===== config.mk =====
export PLATFORM = sky130hd
export DESIGN_NAME = vgalcd_tmg_gen
export DESIGN_NICKNAME = d
export VERILOG_FILES = /design/src/rtl/vgalcd_tmg_gen.sv
export SDC_FILE = /design/constraint.sdc
export NUM_CORES = 1
export LEC_CHECK = 0
export CAP_MARGIN = 25
export CORE_UTILIZATION = 57
export CTS_CLUSTER_SIZE = 24
export DETAILED_ROUTE_END_ITERATION = 8
export PLACE_DENSITY = 0.88
export SYNTH_ARGS = -nofsm -noshare
export SYNTH_HDL_FRONTEND = slang
export SYNTH_SLANG_ARGS = --single-unit

===== constraint.sdc =====
create_clock -name clk_i -period 12.2 [get_ports clk_i]
set_clock_uncertainty 0.05 [all_clocks]
set_input_delay 2.44 -clock clk_i [delete_from_list [all_inputs] [get_ports clk_i]]
set_output_delay 2.44 -clock clk_i [all_outputs]
set_load 0.01 [all_outputs]

===== src/rtl/vgalcd_tmg_gen.sv =====
// -----------------------------------------------------------------------------
// vgalcd_tmg_gen
//
// Programmable display timing generator and pixel sequencer. Produces the
// pixel tick, sync/data-enable timing, and drains the pixel FIFO during the
// active area. The timing configuration is shadowed so that it changes only
// at frame boundaries.
//
// Ports
//   clk_i            system clock
//   rst_n_i          asynchronous active-low reset
//   en_i             generator enable
//   div_i            pixel tick every div_i+1 clocks
//   hsync_i..hfp_i   horizontal segment lengths minus 1 (pixels)
//   vsync_i..vfp_i   vertical segment lengths minus 1 (lines)
//   hpol_i, vpol_i   1 = sync active-low, 0 = active-high
//   pix_valid_i      FIFO has a pixel
//   pix_data_i       pixel from the FIFO
//   pix_ready_o      pixel consumed this clock
//   pclk_en_o        one-clock pixel tick
//   hsync_o, vsync_o sync outputs
//   de_o             data enable
//   rgb_o            pixel out
//   frame_start_o    one-clock pulse with the first pixel of each frame
//   underrun_o       one-clock pulse per missed pixel
//   underrun_cnt_o   saturating underrun count
// -----------------------------------------------------------------------------
module vgalcd_tmg_gen #(
   parameter int CNT_WIDTH  = 12,
   parameter int DATA_WIDTH = 24,
   parameter int DIV_WIDTH  = 8,
   parameter int UCNT_WIDTH = 16
) (
   input  logic                  clk_i,
   input  logic                  rst_n_i,
   input  logic                  en_i,
   input  logic [DIV_WIDTH-1:0]  div_i,
   input  logic [CNT_WIDTH-1:0]  hsync_i,
   input  logic [CNT_WIDTH-1:0]  hbp_i,
   input  logic [CNT_WIDTH-1:0]  hact_i,
   input  logic [CNT_WIDTH-1:0]  hfp_i,
   input  logic [CNT_WIDTH-1:0]  vsync_i,
   input  logic [CNT_WIDTH-1:0]  vbp_i,
   input  logic [CNT_WIDTH-1:0]  vact_i,
   input  logic [CNT_WIDTH-1:0]  vfp_i,
   input  logic                  hpol_i,
   input  logic                  vpol_i,
   input  logic                  pix_valid_i,
   input  logic [DATA_WIDTH-1:0] pix_data_i,
   output logic                  pix_ready_o,
   output logic                  pclk_en_o,
   output logic                  hsync_o,
   output logic                  vsync_o,
   output logic                  de_o,
   output logic [DATA_WIDTH-1:0] rgb_o,
   output logic                  frame_start_o,
   output logic                  underrun_o,
   output logic [UCNT_WIDTH-1:0] underrun_cnt_o
);

   typedef enum logic [1:0] {
      H_SYNC = 2'd0,
      H_BP   = 2'd1,
      H_ACT  = 2'd2,
      H_FP   = 2'd3
   } h_state_t;

   typedef enum logic [1:0] {
      V_SYNC = 2'd0,
      V_BP   = 2'd1,
      V_ACT  = 2'd2,
      V_FP   = 2'd3
   } v_state_t;

   localparam logic [CNT_WIDTH-1:0]  CNT_ONE  = CNT_WIDTH'(1);
   localparam logic [DIV_WIDTH-1:0]  DIV_ONE  = DIV_WIDTH'(1);
   localparam logic [UCNT_WIDTH-1:0] UCNT_ONE = UCNT_WIDTH'(1);

   // Saturating increment of the underrun counter.
   function automatic logic [UCNT_WIDTH-1:0] sat_inc(input logic [UCNT_WIDTH-1:0] v);
      if (&v) return v;
      return v + UCNT_ONE;
   endfunction

   // Field value for a segment index (SYNC, BP, ACT, FP).
   function automatic logic [CNT_WIDTH-1:0] seg_len(
      input logic [1:0]           sel,
      input logic [CNT_WIDTH-1:0] f_sync,
      input logic [CNT_WIDTH-1:0] f_bp,
      input logic [CNT_WIDTH-1:0] f_act,
      input logic [CNT_WIDTH-1:0] f_fp
   );
      case (sel)
         2'd0:    return f_sync;
         2'd1:    return f_bp;
         2'd2:    return f_act;
         default: return f_fp;
      endcase
   endfunction

   // Shadowed configuration
   logic [DIV_WIDTH-1:0] div_sh;
   logic [CNT_WIDTH-1:0] hsync_sh, hbp_sh, hact_sh, hfp_sh;
   logic [CNT_WIDTH-1:0] vsync_sh, vbp_sh, vact_sh, vfp_sh;
   logic                 hpol_sh, vpol_sh;

   // Effective configuration: raw inputs on a load tick, shadow otherwise
   logic [DIV_WIDTH-1:0] div_e;
   logic [CNT_WIDTH-1:0] hsync_e, hbp_e, hact_e, hfp_e;
   logic [CNT_WIDTH-1:0] vsync_e, vbp_e, vact_e, vfp_e;
   logic                 hpol_e, vpol_e;

   // Control state
   logic [DIV_WIDTH-1:0] divcnt_q, divcnt_nxt;
   logic                 run_q, run_nxt;
   logic                 en_q;
   h_state_t             h_st_q, h_nxt;
   v_state_t             v_st_q, v_nxt;
   logic [CNT_WIDTH-1:0] hcnt_q, hcnt_nxt;
   logic [CNT_WIDTH-1:0] vcnt_q, vcnt_nxt;
   logic [UCNT_WIDTH-1:0] ucnt_q;

   // Registered output stage
   logic                  hsync_p1, vsync_p1, de_p1, fs_p1;
   logic [DATA_WIDTH-1:0] rgb_p1;

   logic tick, frame_end, new_frame, load_cfg, nxt_act, under;

   // Gating with rst_n_i keeps every output at zero while reset is held,
   // including the combinational strobes.
   assign tick      = en_i & rst_n_i & (divcnt_q == '0);
   assign frame_end = (h_st_q == H_FP) & (hcnt_q == '0) &
                      (v_st_q == V_FP) & (vcnt_q == '0);
   // A tick either starts a fresh frame (first tick after enable, or the
   // tick ending the last pixel of the frame) or advances within one.
   assign new_frame = ~run_q | frame_end;
   assign load_cfg  = tick & new_frame;

   assign div_e   = load_cfg ? div_i   : div_sh;
   assign hsync_e = load_cfg ? hsync_i : hsync_sh;
   assign hbp_e   = load_cfg ? hbp_i   : hbp_sh;
   assign hact_e  = load_cfg ? hact_i  : hact_sh;
   assign hfp_e   = load_cfg ? hfp_i   : hfp_sh;
   assign vsync_e = load_cfg ? vsync_i : vsync_sh;
   assign vbp_e   = load_cfg ? vbp_i   : vbp_sh;
   assign vact_e  = load_cfg ? vact_i  : vact_sh;
   assign vfp_e   = load_cfg ? vfp_i   : vfp_sh;
   assign hpol_e  = load_cfg ? hpol_i  : hpol_sh;
   assign vpol_e  = load_cfg ? vpol_i  : vpol_sh;

   // Next-state logic for both timing FSMs and their segment counters
   always_comb begin
      h_nxt    = h_st_q;
      v_nxt    = v_st_q;
      hcnt_nxt = hcnt_q;
      vcnt_nxt = vcnt_q;
      run_nxt  = run_q;
      if (!en_i) begin
         h_nxt    = H_SYNC;
         v_nxt    = V_SYNC;
         hcnt_nxt = '0;
         vcnt_nxt = '0;
         run_nxt  = 1'b0;
      end else if (tick) begin
         run_nxt = 1'b1;
         if (new_frame) begin
            h_nxt    = H_SYNC;
            v_nxt    = V_SYNC;
            hcnt_nxt = hsync_e;
            vcnt_nxt = vsync_e;
         end else if (hcnt_q != '0) begin
            hcnt_nxt = hcnt_q - CNT_ONE;
         end else begin
            case (h_st_q)
               H_SYNC:  h_nxt = H_BP;
               H_BP:    h_nxt = H_ACT;
               H_ACT:   h_nxt = H_FP;
               default: h_nxt = H_SYNC;
            endcase
            hcnt_nxt = seg_len(h_nxt, hsync_e, hbp_e, hact_e, hfp_e);
            // The vertical FSM moves only when a line completes.
            if (h_st_q == H_FP) begin
               if (vcnt_q != '0) begin
                  vcnt_nxt = vcnt_q - CNT_ONE;
               end else begin
                  case (v_st_q)
                     V_SYNC:  v_nxt = V_BP;
                     V_BP:    v_nxt = V_ACT;
                     V_ACT:   v_nxt = V_FP;
                     default: v_nxt = V_SYNC;
                  endcase
                  vcnt_nxt = seg_len(v_nxt, vsync_e, vbp_e, vact_e, vfp_e);
               end
            end
         end
      end
   end

   always_comb begin
      divcnt_nxt = '0;
      if (en_i && (divcnt_q < div_e)) divcnt_nxt = divcnt_q + DIV_ONE;
   end

   assign nxt_act     = (h_nxt == H_ACT) && (v_nxt == V_ACT);
   assign pix_ready_o = tick & nxt_act & pix_valid_i;
   assign under       = tick & nxt_act & ~pix_valid_i;
   assign underrun_o  = under;
   assign pclk_en_o   = tick;

   // Control registers
   always_ff @(posedge clk_i or negedge rst_n_i) begin
      if (!rst_n_i) begin
         divcnt_q <= '0;
         run_q    <= 1'b0;
         en_q     <= 1'b0;
         h_st_q   <= H_SYNC;
         v_st_q   <= V_SYNC;
         hcnt_q   <= '0;
         vcnt_q   <= '0;
         ucnt_q   <= '0;
      end else begin
         divcnt_q <= divcnt_nxt;
         run_q    <= run_nxt;
         en_q     <= en_i;
         h_st_q   <= h_nxt;
         v_st_q   <= v_nxt;
         hcnt_q   <= hcnt_nxt;
         vcnt_q   <= vcnt_nxt;
         if (en_i && !en_q) ucnt_q <= '0;
         else if (under)    ucnt_q <= sat_inc(ucnt_q);
      end
   end

   // Configuration shadow
   always_ff @(posedge clk_i or negedge rst_n_i) begin
      if (!rst_n_i) begin
         div_sh   <= '0;
         hsync_sh <= '0;
         hbp_sh   <= '0;
         hact_sh  <= '0;
         hfp_sh   <= '0;
         vsync_sh <= '0;
         vbp_sh   <= '0;
         vact_sh  <= '0;
         vfp_sh   <= '0;
         hpol_sh  <= 1'b0;
         vpol_sh  <= 1'b0;
      end else if (load_cfg) begin
         div_sh   <= div_i;
         hsync_sh <= hsync_i;
         hbp_sh   <= hbp_i;
         hact_sh  <= hact_i;
         hfp_sh   <= hfp_i;
         vsync_sh <= vsync_i;
         vbp_sh   <= vbp_i;
         vact_sh  <= vact_i;
         vfp_sh   <= vfp_i;
         hpol_sh  <= hpol_i;
         vpol_sh  <= vpol_i;
      end
   end

   // ---- output stage p1: pixel period that begins at this tick ----
   always_ff @(posedge clk_i or negedge rst_n_i) begin
      if (!rst_n_i) begin
         hsync_p1 <= 1'b0;
         vsync_p1 <= 1'b0;
         de_p1    <= 1'b0;
         rgb_p1   <= '0;
         fs_p1    <= 1'b0;
      end else if (!en_i) begin
         // Idle: syncs rest at the inactive level of the shadowed polarity.
         hsync_p1 <= hpol_sh;
         vsync_p1 <= vpol_sh;
         de_p1    <= 1'b0;
         rgb_p1   <= '0;
         fs_p1    <= 1'b0;
      end else if (tick) begin
         hsync_p1 <= (h_nxt == H_SYNC) ^ hpol_e;
         vsync_p1 <= (v_nxt == V_SYNC) ^ vpol_e;
         de_p1    <= nxt_act;
         rgb_p1   <= (nxt_act && pix_valid_i) ? pix_data_i : '0;
         fs_p1    <= new_frame;
      end else begin
         fs_p1    <= 1'b0;
      end
   end

   assign hsync_o        = hsync_p1;
   assign vsync_o        = vsync_p1;
   assign de_o           = de_p1;
   assign rgb_o          = rgb_p1;
   assign frame_start_o  = fs_p1;
   assign underrun_cnt_o = ucnt_q;

endmodule


==> metrics.md, run 1 <==
| Metric | Value |
|---|---|
| Fin. Hold Viols | 0 |
| Worst-path cell chain | clkdlybuf4s50_1 -> nand4_1 -> buf_4 -> clkinv_1 -> buf_4 -> nand4b_1 -> a22oi_2 -> and2_1 -> and3_1 -> buf_4 -> clkdlybuf4s50_1 |
| Core Util, Final | 73.65% |
| Die Area | 0.01758 mm² |
| Synth-to-layout area growth | 26.09% |
| Tcrit/Tclk final | 72.07% |
| Number of flops mapped to enable cells by yosys | 0 |
| Top routing layer used | met4 |
| Power Total | 2.293 mW |
| Die Y | 132.6 µm |
| Mapped Area | 0.009721 mm² |
| Sequential group share of total power | 40.5% |
| First-pass GRT wire length | 44.14 mm |
| IO buf count | 180 |
| Slowest CP cell | clkdlybuf4s50_1 |
| CTS max path bufs | 2 |
| Leakage power | 5.368 nW |
| CTS Sinks | 188 |
| CP arrival | 6.30 ns |
| Routed WL per cell | 19.64 µm |
| Asr flop ratio synth | 100.0% |
| Share of cells above drive strength 1 | 9.340% |
| Hold Path End | div_sh[1]$_DFF_PN0_ |
| Pre-CTS WS | 3.504 ns |
| Worst-margin pin slew | 0.9940 ns |
| CP Max Fanout | 52 |
| Final antenna-violating net count | 0 |
| R2r setup slk | 6.83 ns |
| Initial antenna violation count | 0 |
| Power Density | 187.0 mW/mm² |
| Max-slew violation count | 0 |
| # nets final | 1,315 |
| Top_reg_cell synth | dfrtp_1 |
| DRC viols | 0 |
| IO Pins | 181 |
| Worst-Skew Late Latency | 0.44 ns |
| Hold Startpoint | div_sh[1]$_DFF_PN0_ |
| Setup TNS | 0 ns |
| Yosys warns | 0 |
| Worst Reg-to-Reg Cells | 16 |
| H-tree Lvls | 4 |
| Die W | 132.6 µm |
| Clock Power Share | 25.3% |
| Routed WL | 27.24 mm |
| Post-CTS setup buffers | 0 |
| Routed via count | 8,612 |
| Met3 wire length | 2.403 mm |
| Vias in the first global route | 8,672 |
| Total Routing Usage GR | 32.03% |
| Clock tree root driver cell | clkbuf_16 |
| Placed cells | 1,355 |
| Post_cts resized | 0 |
| Worst reg2reg startpoint | vcnt_q[0]$_DFFE_PN0P_ |
| Core Area | 0.01664 mm² |
| Mapped Avg Cell Area | 9.721 µm² |
| Setup Crit Path Kind | primary input to output pin |
| Met2 routed WL | 12.76 mm |
| CTS Hold Bufs | 0 |
| Psw | 807.7 µW |
| Number of buffers created by CTS | 17 |
| Total grt overflow | 0 |
| Pint | 1.485 mW |
| Netlist cell types | 73 |
| Mapped Nets | 1,161 |
| RSZ-0062 raised after global routing | false |
| Crit path top cell by count | buf_4 |
| Critical Path RT | 9.71 ns |
| Design Area, Final | 0.01226 mm² |
| Seq/Total Area, Yosys | 48.40% |
| Gp weighted congestion | 0.9327 |
| Net Sw Frac | 35.23% |
| HPWL after detailed placement | 18.22 mm |
| Final setup margin | 3.408 ns |
| Diodes inserted | 0 |
| Buf+Inv Stages, Crit Path | 6 |
| Gate power share | 34.2% |
| Synth Instances | 1,000 |
| Crit Reg-Reg Endpoint | divcnt_q[2]$_DFF_PN0_ |
| CTS tree | built |
| Final setup vio count | 0 |
| Critical path's largest stage delay | 0.88 ns |
| Worst vdd ir | 0.0001280 V |
| Initial Util | 58.41% |
| Synthesis-stage register bit count | 188 |
| Reg clk slew, reported paths | 0.07 ns |
| Largest net degree at the start of global routing | 85 |
| M1 wire length | 11.04 mm |
| Max-cap violations | 0 |
| Hold path depth | 2 |
| Area of placed instances | 0.01164 mm² |
| Status | completed |
| Min Tclk post-route | 8.792 ns |
| Fin cells | 1,387 |
| First DRT Iteration DRCs | 789 |
| TritonRoute pass-1 iters | 8 |
| Rel. slew slack | 33.74% |
| CP delay by family, top | buffers and inverters |
| Hold WS | 0.4278 ns |
| Startpoint types | primary input |
| Achievable Freq | 0.1137 GHz |
| Worst hold-check path type | register to register |
| Via density | 6.209 |
| Core Rows | 47 |
| CP endpoint kind | output pin |
## power by group through the flow
stage                     logic [mW]  clock network [mW]  registers (mW)
after floorplan                0.553                   0           0.902
after global placement         0.730                   0           0.924
after detailed placement       0.756                   0           0.933
after CTS                      0.767               0.583           0.925
after global routing           0.858               0.607           0.948
final                          0.784               0.580           0.928
## worst max-delay path by stage
stage	start	end	slack, ns	cells after the start
after floorplan	rst_n_i	pix_ready_o	5.62	8
after global placement	en_i	pix_ready_o	3.63	11
after detailed placement	en_i	pix_ready_o	3.50	11
after CTS	en_i	pix_ready_o	3.50	11
after global routing	en_i	pix_ready_o	3.14	11
final	en_i	pix_ready_o	3.41	11
## cell families (layout without fill, tap and decap cells)
group                    after synthesis  in the layout  share of synthesized area, %
AND/OR/NAND/NOR                      352            352                         17.07
adder cells (fa/ha/maj)               27             27                         3.475
buffers and inverters                 86            253                         3.758
multiplexers                          56             56                         6.436
AO/OA/AOI/OAI                        269            269                         18.88
XOR/XNOR                              22             22                         1.982
flip-flops                           188            188                         48.40
## flip-flops by register name (all words and copies together) (netlist names), 8 cells and up
register and count:
div_sh 8, underrun_cnt_o 16, vfp_sh 12, hact_sh 12, divcnt_q 8, vcnt_q 12
rgb_o 24, hbp_sh 12, hcnt_q 12, vact_sh 12, hfp_sh 12, vsync_sh 12
hsync_sh 12, vbp_sh 12
## layout by cell type (no fill, tap or decap), types with 6 or more instances in the layout
cell type / instances
a221oi_1: 8
a31o_2: 6
dfrtp_1: 188
a22o_1: 25
nor3_1: 12
nand4_1: 12
or3_1: 12
and3_1: 11
a21boi_0: 12
buf_4: 9
o21ai_0: 67
nand2_1: 179
clkdlybuf4s50_1: 179
a21o_1: 7
a2111oi_0: 11
a21oi_1: 60
xnor2_1: 9
inv_1: 28
mux2i_1: 10
mux2_2: 44
o211ai_1: 11
xor2_1: 13
nor2_1: 41
ha_1: 27
nand3_1: 50
clkbuf_16: 17
## cell usage after synthesis (5+ instances only)
cell type	count	area, µm²
a31o_2	6	52.55
o21ai_0	67	335.3
nor2_1	42	157.7
a21oi_1	61	305.3
o21a_1	5	37.54
inv_1	28	105.1
nor3_1	12	60.06
a2111oi_0	11	96.34
a221oi_1	8	70.07
ha_1	27	337.8
o211ai_1	11	82.58
xor2_1	13	113.9
a311oi_1	5	43.79
nand4_1	12	75.07
nand3_1	50	250.2
and3_1	11	68.82
nand2b_1	5	31.28
mux2i_1	10	100.1
buf_2	13	65.06
or3_1	12	75.07
a21o_1	7	52.55
nand2_1	179	671.9
a21boi_0	12	90.09
mux2_2	44	495.5
a22o_1	25	219.0
xnor2_1	9	78.83
clkbuf_1	34	127.6
dfrtp_1	188	4705
## routing by layer
layer | up-vias | track usage (%)
li1 | 3931 | -
met1 | 4125 | 42.12
met2 | 461 | 51.26
met3 | 95 | 6.207
met4 | 0 | 15.26
met5 | - | 0
## tightest hold or removal path: cells and delay by family, from the launching register on
kind,cells,cell delay (ns)
DFF,1,0.32
and+or+nand+nor,2,0.12
## layout make-up
| cell class | instances | area (µm²) |
|---|---|---|
| multi-input combinational | 726 | 4664 |
| tap | 220 | 275.3 |
| clock inverter | 12 | 162.7 |
| sequential | 188 | 4705 |
| fill | 1153 | 4385 |
| clock buffer | 20 | 456.7 |
| inverter | 32 | 120.1 |
| timing repair buffer | 189 | 1873 |
Power figures use the tool's default switching activity.
==> inputs of run 2 (changes only) <==
--- a/config.mk
+++ b/config.mk
@@ -6,10 +6,10 @@
 export NUM_CORES = 1
 export LEC_CHECK = 0
 export CAP_MARGIN = 25
-export CORE_UTILIZATION = 57
+export CORE_UTILIZATION = 53
 export CTS_CLUSTER_SIZE = 24
 export DETAILED_ROUTE_END_ITERATION = 8
-export PLACE_DENSITY = 0.88
+export PLACE_DENSITY = 0.83
 export SYNTH_ARGS = -nofsm -noshare
 export SYNTH_HDL_FRONTEND = slang
 export SYNTH_SLANG_ARGS = --single-unit
==> constraint.sdc (replaced) <==
create_clock -name clk_i -period 8.8 [get_ports clk_i]
set_clock_uncertainty 0.05 [all_clocks]
set_input_delay 1.76 -clock clk_i [delete_from_list [all_inputs] [get_ports clk_i]]
set_output_delay 1.76 -clock clk_i [all_outputs]
set_load 0.01 [all_outputs]
==> run 2 against run 1 <==
Effect of this change:
- first-iteration DRC count up 15%
- design area down 0.25%
- critical path depth down 2
- sequential power up 39%
- worst hold slack worse by 0.0028 ns
- register-to-register slack worse by 4.0 ns
- clock power up 31%
- largest cell class unchanged
- largest power group unchanged
==> metrics.md, run 2 (synthesis gave the netlist of run 1 again) <==
| Metric | Value |
|---|---|
| Status | completed (unchanged) |
| Setup TNS | 0 ns (unchanged) |
| Post_cts resized | 0 (unchanged) |
| Largest net degree at the start of global routing | 75 (was 85) |
| HPWL after detailed placement | 18.48 mm (was 18.22 mm) |
| Via density | 6.204 (was 6.209) |
| TritonRoute pass-1 iters | 5 (was 8) |
| Worst hold-check path type | register to register (unchanged) |
| Achievable Freq | 0.1399 GHz |
| Die Y | 137.4 µm (was 132.6 µm) |
| CP arrival | 5.34 ns (was 6.30 ns) |
| Min Tclk post-route | 7.147 ns |
| CTS max path bufs | 2 (unchanged) |
| Reg clk slew, reported paths | 0.06 ns (was 0.07 ns) |
| Routed WL | 27.11 mm (was 27.24 mm) |
| Final setup margin | 1.653 ns (was 3.408 ns) |
| CTS Hold Bufs | 0 (unchanged) |
| CTS Sinks | 188 (unchanged) |
| R2r setup slk | 2.80 ns (was 6.83 ns) |
| Worst-Skew Late Latency | 0.43 ns (was 0.44 ns) |
| Sequential group share of total power | 41.2% (was 40.5%) |
| Worst reg2reg startpoint | vcnt_q[0]$_DFFE_PN0P_ (unchanged) |
| Share of cells above drive strength 1 | 9.262% (was 9.340%) |
| Final setup vio count | 0 (unchanged) |
| CP Max Fanout | 25 (was 52) |
| Synth-to-layout area growth | 25.78% (was 26.09%) |
| Setup Crit Path Kind | primary input to output pin (unchanged) |
| Startpoint types | primary input (unchanged) |
| Core Rows | 49 (was 47) |
| Die Area | 0.01889 mm² (was 0.01758 mm²) |
| First-pass GRT wire length | 43.22 mm (was 44.14 mm) |
| Fillers | 1,385 (was 1,153) |
| Initial antenna violation count | 0 (unchanged) |
| Most common cell after layout, fill and taps aside | dfrtp_1 (unchanged) |
| Psw | 1.099 mW (was 807.7 µW) |
| Worst Reg-to-Reg Cells | 15 (was 16) |
| Core Area | 0.01796 mm² (was 0.01664 mm²) |
| Power Density | 255.2 mW/mm² (was 187.0 mW/mm²) |
| Pre-CTS WS | 1.710 ns (was 3.504 ns) |
| H-tree Lvls | 4 (unchanged) |
| Tcrit/Tclk final | 81.22% |
| Die W | 137.4 µm (was 132.6 µm) |
| Critical Path RT | 6.99 ns (was 9.71 ns) |
| CP endpoint | pix_ready_o (unchanged) |
| Net Sw Frac | 35.23% (about the same) |
| Total grt overflow | 0 (unchanged) |
| CP delay by family, top | simple AND/OR/NAND/NOR gates (was buffers and inverters) |
| Gate power share | 34.4% (was 34.2%) |
| RSZ-0062 raised after global routing | false (unchanged) |
| CP endpoint kind | output pin (unchanged) |
| CTS tree | built (unchanged) |
| Worst vdd ir | 0.0001831 V (was 0.0001280 V) |
| Power Total | 3.121 mW (was 2.293 mW) |
| Routed WL per cell | 19.43 µm (was 19.64 µm) |
| Buf+Inv Stages, Crit Path | 4 (was 6) |
| Rel. slew slack | 31.52% (was 33.74%) |
| Slowest CP cell | or4_1 (was clkdlybuf4s50_1) |
| Critical Path Stages | 9 (was 11) |
| Max-cap violations | 0 (unchanged) |
| Vias in the first global route | 8,316 (was 8,672) |
| # nets final | 1,315 (unchanged) |
| Total Routing Usage GR | 29.91% (was 32.03%) |
| Most frequent cells in the layout | dfrtp_1 (188), nand2_1 (179), clkdlybuf4s50_1 (179) (unchanged) |
| Worst-margin pin slew | 1.025 ns (was 0.9940 ns) |
| Worst-path cell chain | clkdlybuf4s50_1 -> buf_4 -> nand4_1 -> or4_1 -> o211ai_1 -> and2_1 -> and3_1 -> buf_4 -> clkdlybuf4s50_1 (was clkdlybuf4s50_1 -> nand4_1 -> buf_4 -> clkinv_1 -> buf_4 -> nand4b_1 -> a22oi_2 -> and2_1 -> and3_1 -> buf_4 -> clkdlybuf4s50_1) |
| Post-CTS setup buffers | 0 (unchanged) |
| Gp weighted congestion | 0.8911 (was 0.9327) |
| Initial Util | 54.11% (was 58.41%) |
| Number of flip-flops under the largest register name | 24 (unchanged) |
| Routed via count | 8,654 (was 8,612) |
| Number of buffers created by CTS | 17 (unchanged) |
| IO buf count | 180 (unchanged) |
| Crit Reg-Reg Endpoint | divcnt_q[7]$_DFF_PN0_ (was divcnt_q[2]$_DFF_PN0_) |
| Max-slew violation count | 0 (unchanged) |
| Fin. Hold Viols | 0 (unchanged) |
| Pint | 2.021 mW (was 1.485 mW) |
| IO Pins | 181 (unchanged) |
| DRC viols | 0 (unchanged) |
| Clock tree root driver cell | clkbuf_16 (unchanged) |
| Clock Power Share | 24.4% (was 25.3%) |
| Final antenna-violating net count | 0 (unchanged) |
| Diodes inserted | 0 (unchanged) |
| Leakage power | 5.356 nW (was 5.368 nW) |
| First DRT Iteration DRCs | 911 (was 789) |
| Critical path origin | en_i (unchanged) |
| Critical path's largest stage delay | 0.70 ns (was 0.88 ns) |
==> run 2: cell types whose count changed in the layout (fill, tap and decap cells not counted) <==
cell and change:
clkinv_4 -3, clkinvlp_4 -1, clkbuf_8 -1, clkinv_2 +2, bufinv_16 -1, inv_6 +3
==> run 2: power groups by stage <==
stage	clock network (mW)	logic, mW	registers, mW
detailed placement	0	1.05	1.29
finish	0.760	1.07	1.29
global route	0.809	1.19	1.31
CTS	0.770	1.06	1.28
floorplan	0	0.767	1.25
global placement	0	1.02	1.28
==> run 2: worst min path at each step <==
stage               slack [ns]                      to                    from  depth (start not counted)
floorplan                 0.39  vsync_sh[10]$_DFF_PN0_  vsync_sh[10]$_DFF_PN0_                          2
global placement          0.40  vsync_sh[10]$_DFF_PN0_  vsync_sh[10]$_DFF_PN0_                          2
detailed placement        0.41  hsync_sh[11]$_DFF_PN0_  hsync_sh[11]$_DFF_PN0_                          2
CTS                       0.42  hsync_sh[11]$_DFF_PN0_  hsync_sh[11]$_DFF_PN0_                          2
global route              0.44  hsync_sh[11]$_DFF_PN0_  hsync_sh[11]$_DFF_PN0_                          2
finish                    0.42  hsync_sh[11]$_DFF_PN0_  hsync_sh[11]$_DFF_PN0_                          2
==> run 2: worst min-delay path, stage by stage (launching register included) <==
cell,delay [ns]
dfrtp_1,0.35
nand2_1,0.05
nand2_1,0.05
==> run 2: layout make-up <==
type | count | area (µm²) | share of cell area, %
clock buffer | 19 | 442.9 | 3.623
clock inverter | 12 | 135.1 | 1.105
inverter | 32 | 120.1 | 0.9824
multi-input combinational | 726 | 4664 | 38.15
sequential | 188 | 4705 | 38.48
tap | 229 | 286.5 | 2.343
timing repair buffer | 189 | 1873 | 15.32
==> run 2: stage by stage <==
stage | hold WS [ns] | util (%) | area (µm²) | instances
after global placement | 0.3997 | 64.85 | 11650 | 1364
after global routing | 0.4411 | 68.06 | 12230 | 1395
final | 0.4250 | 68.06 | 12230 | 1395
after floorplan | 0.3879 | - | 9721 | 1000
after CTS | 0.4240 | 68.06 | 12230 | 1395
after detailed placement | 0.4074 | 64.85 | 11650 | 1364
==> run 2: routing by layer <==
layer / global-route usage [%] / wire length, µm / vias to the layer above
li1: - / - / 3912
met1: 41.57 / 11310 / 4221
met2: 46.68 / 12820 / 457
met3: 5.445 / 2267 / 64
met4: 11.11 / 708 / 0
met5: 0 / 0 / -
